## src/rtl/debounce_multi_if.sv

```systemverilog
// Button-side bundle for debounce_multi: raw inputs in, clean levels and
// event pulses out. The testbench drives through the master modport and
// the debouncer sits on the slave modport.
interface debounce_multi_if #(
    parameter int N_CH = 4
);
    logic [N_CH-1:0] noisy_in;
    logic [N_CH-1:0] level_out;
    logic [N_CH-1:0] press_pulse;
    logic [N_CH-1:0] release_pulse;
    logic [N_CH-1:0] long_pulse;
    logic [N_CH-1:0] repeat_pulse;

    modport master (
        output noisy_in,
        input  level_out,
        input  press_pulse,
        input  release_pulse,
        input  long_pulse,
        input  repeat_pulse
    );

    modport slave (
        input  noisy_in,
        output level_out,
        output press_pulse,
        output release_pulse,
        output long_pulse,
        output repeat_pulse
    );
endinterface

```

## src/rtl/debounce_multi.sv

```systemverilog
// Multi-channel push-button debouncer. Each channel synchronises its raw
// input, filters bounces with a wait window in both directions, and emits
// registered press/release/long-press/auto-repeat pulses. Channels share
// only the clock and reset.
module debounce_multi #(
    parameter int N_CH          = 4,
    parameter int DELAY_MAX     = 100_000,
    parameter int ACTIVE_LOW    = 1,
    parameter int LONG_MAX      = 50_000_000,
    parameter int REPEAT_PERIOD = 10_000_000
) (
    input logic            clk,
    input logic            rst,
    debounce_multi_if.slave bus
);

    localparam int DW       = $clog2(DELAY_MAX + 1);
    localparam int HOLD_MAX = (LONG_MAX > REPEAT_PERIOD) ? LONG_MAX : REPEAT_PERIOD;
    localparam int HW       = $clog2(HOLD_MAX + 1);

    localparam logic [DW-1:0] DLY_LAST  = DW'(DELAY_MAX - 1);
    localparam logic [HW-1:0] LONG_LAST = HW'(LONG_MAX - 1);
    // With repeat disabled this value is never compared against.
    localparam logic [HW-1:0] REP_LAST  = (REPEAT_PERIOD > 0) ? HW'(REPEAT_PERIOD - 1) : {HW{1'b0}};
    localparam bit            REPEAT_EN = (REPEAT_PERIOD != 0);
    // Raw level of a released button.
    localparam logic          REL_LVL   = (ACTIVE_LOW != 0) ? 1'b1 : 1'b0;

    typedef enum logic [1:0] {
        ST_IDLE         = 2'd0,
        ST_PRESS_WAIT   = 2'd1,
        ST_PRESSED      = 2'd2,
        ST_RELEASE_WAIT = 2'd3
    } state_t;

    logic [N_CH-1:0] r_sync1;
    logic [N_CH-1:0] r_sync2;
    logic [N_CH-1:0] w_p;
    logic [N_CH-1:0] w_level;
    logic [N_CH-1:0] w_press;
    logic [N_CH-1:0] w_release;
    logic [N_CH-1:0] w_long;
    logic [N_CH-1:0] w_repeat;

    // Two-flop synchroniser on every raw input; resets to the released level.
    always_ff @(posedge clk) begin
        if (rst) begin
            r_sync1 <= {N_CH{REL_LVL}};
            r_sync2 <= {N_CH{REL_LVL}};
        end else begin
            r_sync1 <= bus.noisy_in;
            r_sync2 <= r_sync1;
        end
    end

    // Normalise so that 1 always means "pressed".
    assign w_p = (ACTIVE_LOW != 0) ? ~r_sync2 : r_sync2;

    for (genvar g = 0; g < N_CH; g++) begin : g_ch
        state_t        r_state;
        state_t        w_state_nxt;
        logic [DW-1:0] r_cnt;
        logic [DW-1:0] w_cnt_nxt;
        logic [HW-1:0] r_hold;
        logic [HW-1:0] w_hold_nxt;
        logic          r_long_done;
        logic          w_long_done_nxt;
        logic          r_level;
        logic          w_level_nxt;
        logic          r_press;
        logic          w_press_nxt;
        logic          r_release;
        logic          w_release_nxt;
        logic          r_long;
        logic          w_long_nxt;
        logic          r_repeat;
        logic          w_repeat_nxt;

        // Next-state, counter and pulse decode for one channel.
        always_comb begin
            w_state_nxt     = r_state;
            w_cnt_nxt       = r_cnt;
            w_hold_nxt      = r_hold;
            w_long_done_nxt = r_long_done;
            w_level_nxt     = r_level;
            w_press_nxt     = 1'b0;
            w_release_nxt   = 1'b0;
            w_long_nxt      = 1'b0;
            w_repeat_nxt    = 1'b0;
            case (r_state)
                ST_IDLE: begin
                    w_level_nxt = 1'b0;
                    if (w_p[g]) begin
                        w_state_nxt = ST_PRESS_WAIT;
                        w_cnt_nxt   = {DW{1'b0}};
                    end else begin
                        w_cnt_nxt   = {DW{1'b0}};
                    end
                end
                ST_PRESS_WAIT: begin
                    if (!w_p[g]) begin
                        w_state_nxt = ST_IDLE;
                        w_cnt_nxt   = {DW{1'b0}};
                    end else if (r_cnt == DLY_LAST) begin
                        w_state_nxt     = ST_PRESSED;
                        w_cnt_nxt       = {DW{1'b0}};
                        w_level_nxt     = 1'b1;
                        w_press_nxt     = 1'b1;
                        w_hold_nxt      = {HW{1'b0}};
                        w_long_done_nxt = 1'b0;
                    end else begin
                        w_cnt_nxt = r_cnt + DW'(1'b1);
                    end
                end
                ST_PRESSED: begin
                    if (!w_p[g]) begin
                        // Hold timing freezes while the release is qualified.
                        w_state_nxt = ST_RELEASE_WAIT;
                        w_cnt_nxt   = {DW{1'b0}};
                    end else if (!r_long_done && (r_hold == LONG_LAST)) begin
                        w_long_nxt      = 1'b1;
                        w_long_done_nxt = 1'b1;
                        w_hold_nxt      = {HW{1'b0}};
                    end else if (r_long_done && REPEAT_EN && (r_hold == REP_LAST)) begin
                        w_repeat_nxt = 1'b1;
                        w_hold_nxt   = {HW{1'b0}};
                    end else if (r_long_done && !REPEAT_EN) begin
                        w_hold_nxt = r_hold;
                    end else begin
                        w_hold_nxt = r_hold + HW'(1'b1);
                    end
                end
                ST_RELEASE_WAIT: begin
                    if (w_p[g]) begin
                        // Bounce back to pressed: resume the hold timer silently.
                        w_state_nxt = ST_PRESSED;
                        w_cnt_nxt   = {DW{1'b0}};
                    end else if (r_cnt == DLY_LAST) begin
                        w_state_nxt     = ST_IDLE;
                        w_cnt_nxt       = {DW{1'b0}};
                        w_level_nxt     = 1'b0;
                        w_release_nxt   = 1'b1;
                        w_hold_nxt      = {HW{1'b0}};
                        w_long_done_nxt = 1'b0;
                    end else begin
                        w_cnt_nxt = r_cnt + DW'(1'b1);
                    end
                end
                default: begin
                    w_state_nxt     = ST_IDLE;
                    w_cnt_nxt       = {DW{1'b0}};
                    w_hold_nxt      = {HW{1'b0}};
                    w_long_done_nxt = 1'b0;
                    w_level_nxt     = 1'b0;
                end
            endcase
        end

        // Channel state and registered outputs.
        always_ff @(posedge clk) begin
            if (rst) begin
                r_state     <= ST_IDLE;
                r_cnt       <= {DW{1'b0}};
                r_hold      <= {HW{1'b0}};
                r_long_done <= 1'b0;
                r_level     <= 1'b0;
                r_press     <= 1'b0;
                r_release   <= 1'b0;
                r_long      <= 1'b0;
                r_repeat    <= 1'b0;
            end else begin
                r_state     <= w_state_nxt;
                r_cnt       <= w_cnt_nxt;
                r_hold      <= w_hold_nxt;
                r_long_done <= w_long_done_nxt;
                r_level     <= w_level_nxt;
                r_press     <= w_press_nxt;
                r_release   <= w_release_nxt;
                r_long      <= w_long_nxt;
                r_repeat    <= w_repeat_nxt;
            end
        end

        assign w_level[g]   = r_level;
        assign w_press[g]   = r_press;
        assign w_release[g] = r_release;
        assign w_long[g]    = r_long;
        assign w_repeat[g]  = r_repeat;
    end

    assign bus.level_out     = w_level;
    assign bus.press_pulse   = w_press;
    assign bus.release_pulse = w_release;
    assign bus.long_pulse    = w_long;
    assign bus.repeat_pulse  = w_repeat;

endmodule

```

## src/flat_wrapper.sv

```systemverilog
// flat-port wrapper written by rule: the top's interface ports become plain ports
module debounce_multi_flat 
#(
    parameter int N_CH          = 4,
    parameter int DELAY_MAX     = 100_000,
    parameter int ACTIVE_LOW    = 1,
    parameter int LONG_MAX      = 50_000_000,
    parameter int REPEAT_PERIOD = 10_000_000
)
  (clk, rst, bus_noisy_in, bus_level_out, bus_press_pulse, bus_release_pulse, bus_long_pulse, bus_repeat_pulse);
  debounce_multi_if #(.N_CH(N_CH)) bus_i ();
  input logic clk;
  input logic rst;
  input wire logic [$bits(bus_i.noisy_in)-1:0] bus_noisy_in;
  output wire logic [$bits(bus_i.level_out)-1:0] bus_level_out;
  output wire logic [$bits(bus_i.press_pulse)-1:0] bus_press_pulse;
  output wire logic [$bits(bus_i.release_pulse)-1:0] bus_release_pulse;
  output wire logic [$bits(bus_i.long_pulse)-1:0] bus_long_pulse;
  output wire logic [$bits(bus_i.repeat_pulse)-1:0] bus_repeat_pulse;
  assign bus_i.noisy_in = bus_noisy_in;
  assign bus_level_out = bus_i.level_out;
  assign bus_press_pulse = bus_i.press_pulse;
  assign bus_release_pulse = bus_i.release_pulse;
  assign bus_long_pulse = bus_i.long_pulse;
  assign bus_repeat_pulse = bus_i.repeat_pulse;
  debounce_multi #(.N_CH(N_CH), .DELAY_MAX(DELAY_MAX), .ACTIVE_LOW(ACTIVE_LOW), .LONG_MAX(LONG_MAX), .REPEAT_PERIOD(REPEAT_PERIOD)) u_core (.clk(clk), .rst(rst), .bus(bus_i));
endmodule
```

## config.mk

```make
export PLATFORM = sky130hd
export DESIGN_NAME = debounce_multi_flat
export DESIGN_NICKNAME = d
export VERILOG_FILES = /design/src/rtl/debounce_multi_if.sv /design/src/rtl/debounce_multi.sv /design/src/flat_wrapper.sv
export SDC_FILE = /design/constraint.sdc
export NUM_CORES = 1
export LEC_CHECK = 0
export BUFFER_PORTS_ARGS = -buffer_cell sky130_fd_sc_hd__buf_2
export CAP_MARGIN = 0
export CORE_AREA = 2 2 161 116
export DETAILED_ROUTE_END_ITERATION = 8
export DIE_AREA = 0 0 163 118
export PLACE_DENSITY_LB_ADDON = 0.12
export SLEW_MARGIN = 20
export SYNTH_ARGS = -nofsm -noshare
export SYNTH_HDL_FRONTEND = slang
export SYNTH_SLANG_ARGS = --single-unit
```

## constraint.sdc

```tcl
create_clock -name clk -period 5.5 [get_ports clk]
set_clock_uncertainty 0.1 [all_clocks]
set_input_delay 0.55 -clock clk [delete_from_list [all_inputs] [get_ports clk]]
set_output_delay 0.55 -clock clk [all_outputs]
set_load 0.02 [all_outputs]
```

==> Yosys cells after proc, flatten, opt, wreduce, memory -nomap -nowiden <==
Index checks and enable logic that the tools add are counted.
{ "totals": {"regBits": 212, "out_inout_bits": 20} }
{ "classes": {"bitwise_logic": 17, "n_mux": 132, "add_sub_neg": 8, "n_eq_ne": 64, "reduce_logical": 56} }
{ "ops": {"columns": ["operator", "n"], "rows": [
  ["26-bit two-way mux", 24],
  ["26-bit one-hot mux with 3 select lines", 4],
  ["17-bit two-way mux", 16],
  ["17-bit one-hot mux with 4 select lines", 4],
  ["26-bit by 1-bit adder with 26-bit output (second input constant)", 4],
  ["26-bit by 24-bit equality test with 1-bit output (second input constant)", 4],
  ["26-bit equality test (second input constant)", 4],
  ["17-bit by 1-bit adder with 17-bit output (second input constant)", 4],
  ["17-bit equality test (second input constant)", 4],
  ["1-bit two-way mux", 48],
  ["2-bit two-way mux", 24],
  ["2-bit by 1-bit inequality test with 1-bit output (second input constant)", 24],
  ["5-bit AND reduction", 8],
  ["3-bit OR reduction", 12],
  ["2-bit one-hot mux with 4 select lines", 4],
  ["4-bit AND reduction", 8],
  ["1-bit one-hot mux with 3 select lines", 8],
  ["3-bit nonzero test", 8],
  ["2-bit equality test (second input constant)", 8],
  ["2-bit inequality test (second input constant)", 8],
  ["1-bit NOT", 16],
  ["4-bit OR reduction", 4],
  ["3-bit by 1-bit inequality test with 1-bit output (second input constant)", 4],
  ["3-bit inequality test (second input constant)", 4],
  ["5 further kinds", 21]
]} }

==> Logic depth before layout (Yosys ltp) <==
{ "logic_depth": {"depth_word": 6, "mapped_depth": 10, "ltp_nobuf": 7} }

==> Worst setup path before layout <==
OpenSTA, ideal clock, no wires.
{ "synth_timing": {"kind": "flip-flop to flip-flop", "start": "reg u_core.g_ch[2].r_cnt[0]", "end": "reg u_core.g_ch[2].r_hold[23]", "period_less_slack_ps": 2348, "path_stages_with_launch": 8, "required_ps": 5329, "arrival_time_ps": 2177, "slack_ps": 3152, "path_buffers": 0, "cell_sequence": "dfxtp_1 ha_1 and4_1 nand4_1 o31ai_2 nand4_1 or3_1 a21oi_1"} }
{ "synth_via": {"elab_chain_len": 4} }
{ "synth_rtl": {"columns": ["item", "line", "rtl"], "rows": [
  ["start: declaration", "debounce_multi.sv:62", "logic [DW-1:0] r_cnt;"],
  ["start signal: assignment", "debounce_multi.sv:163", "r_cnt <= {DW{1'b0}};"],
  ["start signal: assignment", "debounce_multi.sv:173", "r_cnt <= w_cnt_nxt;"],
  ["17-bit equality test (*)", "debounce_multi.sv:104, debounce_multi.sv:138", null],
  ["26-bit two-way mux (*)", null, null],
  ["26-bit two-way mux (on tied branches)", null, null],
  ["26-bit one-hot mux with 3 select lines (*)", null, null],
  ["end signal: assignment", "debounce_multi.sv:164", "r_hold <= {HW{1'b0}};"],
  ["end signal: assignment", "debounce_multi.sv:174", "r_hold <= w_hold_nxt;"],
  ["end: declaration", "debounce_multi.sv:64", "logic [HW-1:0] r_hold;"]
]} }
Mark *: on every way between the ends. The rest lies on a longest branch, timed or not. The select of a mux whose other input is x is not followed.
A chain may end at the register's enable or synchronous reset.

==> Worst setup path in the final report <==
{ "layout_timing": {"start": "reg u_core.g_ch[2].r_cnt[0]", "end": "reg u_core.g_ch[2].r_hold[14]"} }
Same word-level chain as after synthesis.

==> metrics <==
#FFs+latches synth 212; Avg Cell Area, Syn approximately 8.2 sq um; hold-critical path endpoint u_core.r_sync1[1]; H-Tree Depth 1; GRT overflow 0; FMAX 323 MHz; I/O pin total 26; first-pass GRT wire length 37.4 mm; hold path startpoint bus_noisy_in[1]; crit path from u_core.g_ch[2].r_cnt[0]; DP Wirelength 15.0 mm; Post-DRT Antenna Nets 0; critical path class flip-flop to flip-flop; Worst EP required 5.75 ns; clk slew on worst S/H paths 0.06 ns; Worst Tran Pin Value 1.07 ns; Post-Syn Area 10,400 sq um; clock buffer depth 3; # setup viols final 0; static leakage 0.00390 uW; # DRC 0; TritonCTS buffer count 22; Die Area 19,200 sq um; die height around 120 um; drt pass-1 iters 5; average routed wire per standard cell between 10 and 15 um; Main synth FF type dfxtp_1; Post-CTS Setup Bufs 0; Worst Reg-to-Reg Cells 6; port bufs 25; Post-CTS Hold Buffers 0; Synth async-reset ratio 0%; Diodes inserted 0; Rows 41; width of the chip between 150 and 200 um; Post-Syn Instances 1,263; CTS tree yes; initial antenna violation count 1; CP bufs+invs 0; P&R area growth vs syn 7.91%; Reg-to-Reg Start u_core.g_ch[2].r_cnt[0]; Total Routing Usage GR 22.7%; Initial Util 58.6%; Slowest Stage Delay on Critical Path 0.75 ns; class of the worst hold path input port to flip-flop; Crit Reg-Reg Endpoint u_core.g_ch[2].r_hold[14]; Placer Congestion 0.884; layout cells sized above 1 under 10%; warnings from Yosys 0; Synth top area share roughly 41%; element type at the critical path start flip-flop; Slew Limit Fails 0; post-cts resize count 0; status finished, final reports clean; sequential cell area 4240 sq um; WL final approximately 22 mm; Post-DP Area 10,500 sq um; Multi-input gate area ~5700 sq um; Seq/Total Area, Yosys around two fifths; Max Cap Violations 0; RSZ-0062 raised after global routing false; CP endpoint kind flip-flop; # fillers 1,548; largest net degree at the start of global routing 46; cell taking the most area after synthesis dfxtp_1; worst-path fanout max 25; via count a little under 9,000; root buf cell clkbuf_16; Clock Latency Late Sink 0.51 ns; final instance area 11,200 sq um; final hold vios 0; Vias/cell 5.91; drt initial violations 874; vias in the first global route 7,818; Worst Hold Depth 2; Post-synth EDFFs 0; top cells by area, synth dfxtp_1 41%, nor2_1 6.2%, xor2_1 5.6%; Period Utilization, post-route between 50% and 60%; Slowest-stage cell, CP o21ai_2; Nets 1,259; Synth cell types 68; setup TNS 0 ns; largest delay contributor family on the critical path compound AO/OA/AOI/OAI gates; Clock Sink Count 212; min cycle time layout 3.10 ns; syn_nets 1,277; WP data arrival between 3 and 4 ns; Slew headroom between 20% and 30%; crit-path cells ha_1 > and4_1 > nand4_1 > o21ai_2 > a21o_1 > nor2_1; R2R Setup Slk 2.40 ns; Cell Pwr Density approximately 270 nW/um^2; IR Drop Worst-Case VDD 0.243 mV; Core Region 17,700 sq um
-- worst register-to-register path, delay by kind of cell (launching register included) --
kind	cells	cell delay [ns]
compound gates	2	1.46
fa+ha+maj	1	0.24
flops	1	0.39
simple gates	3	0.74
-- cells in the mapped netlist (3+ instances only) --
master and instances:
nor4bb_1 5, buf_2 8, ha_1 8, nor3_1 31, nor2b_1 11, nand4_1 63, a22o_1 4, nand3b_1 5
and2_1 15, a211oi_1 3, xor2_1 66, o21bai_1 3, inv_1 15, nand4bb_1 4, nor2_1 172, or4_1 4
nor4b_1 9, and4_1 27, or2_2 13, o21ai_0 94, o22ai_1 4, nand2b_1 7, and4b_1 6, a311oi_1 3
buf_4 21, and3_1 44, nor4_1 13, a31oi_1 13, xnor2_1 25, or3_1 19, nand3_1 62, o31ai_1 16
a21o_1 4, a32oi_1 3, nor3b_1 10, dfxtp_1 212, nand2_1 104, a21oi_1 45, clkbuf_1 46, a2111oi_0 6
nand4b_1 7
-- how the worst max path moves through the flow --
stage	cells after the start	to	slack, ns
finish	6	u_core.g_ch[2].r_hold[14]	2.40
global route	6	u_core.g_ch[2].r_hold[7]	2.11
CTS	6	u_core.g_ch[2].r_hold[14]	2.42
detailed placement	6	u_core.g_ch[2].r_hold[14]	2.46
global placement	6	u_core.g_ch[2].r_hold[22]	2.53
floorplan	7	u_core.g_ch[2].r_hold[23]	3.15
-- registers in the layout, indices dropped and copies added (netlist names), named ones only --
signal / count
u_core.r_sync2: 4
u_core.g_ch.r_long: 4
u_core.g_ch.r_cnt: 68
u_core.g_ch.r_level: 4
u_core.g_ch.r_press: 4
u_core.r_sync1: 4
u_core.g_ch.r_repeat: 4
u_core.g_ch.r_release: 4
u_core.g_ch.r_hold: 104
u_core.g_ch.r_state: 4
u_core.g_ch.r_long_done: 4
-- layer usage --
| metal | GRT usage, % | share of wire (%) | vias to the layer above |
|---|---|---|---|
| li1 | - | - | 4505 |
| met1 | 35.4 | 53 | 4103 |
| met2 | 32.6 | 40 | 170 |
| met3 | 3.59 | 4.6 | 34 |
| met4 | 4.81 | 1.8 | 0 |
| met5 | 0 | 0 | - |
-- cell usage in the layout, fill, tap and decap left out, types with 15 or more instances in the layout --
cell and instances:
a21oi_1 45, and2_1 15, and3_1 44, and4_1 27, buf_2 25, clkbuf_16 23
dfxtp_1 212, inv_1 15, nand2_1 104, nand3_1 62, nand4_1 63, nor2_1 172
nor3_1 31, o21ai_0 94, o31ai_1 16, or3_1 19, xnor2_1 25, xor2_1 66
-- per-stage QoR --
stage,util (%),setup slack [ns],power (uW),instances,hold WS (ns)
finish,63.3,2.40,3050,1492,0.134
global placement,59.3,2.53,1610,1457,0.292
CTS,63.3,2.42,3090,1492,0.115
detailed placement,59.3,2.46,1610,1457,0.299
floorplan,-,3.15,1600,1263,0.289
global route,63.3,2.11,3150,1492,0.129
-- cell families (layout without fill, tap and decap cells) --
logic type | after synthesis | after routing | synth area share (%)
buf+inv | 91 | 84 | 4.15
compound gates | 218 | 218 | 12.9
simple gates | 641 | 641 | 33.2
fa+ha+maj | 8 | 8 | 0.965
xor+xnor | 91 | 91 | 7.68
flops | 212 | 212 | 40.9
mux | 2 | 2 | 0.193
-- power by group --
| group | leakage (uW) | total (uW) | internal (uW) | switching (uW) |
|---|---|---|---|---|
| registers | 0.00171 | 1550 | 1540 | 5.69 |
| clock network | 0.000350 | 1470 | 889 | 581 |
| logic | 0.00184 | 35.4 | 10.4 | 25.1 |
-- area by class of cell --
cell class,instances,area share (%)
Clock inverter,5,0.671
Multi-Input combinational cell,960,50.9
Tap cell,236,2.64
Clock buffer,30,5.64
Sequential cell,212,37.9
Inverter,15,0.503
Timing Repair Buffer,34,1.72
No activity file was read; power rests on OpenSTA's default activity.
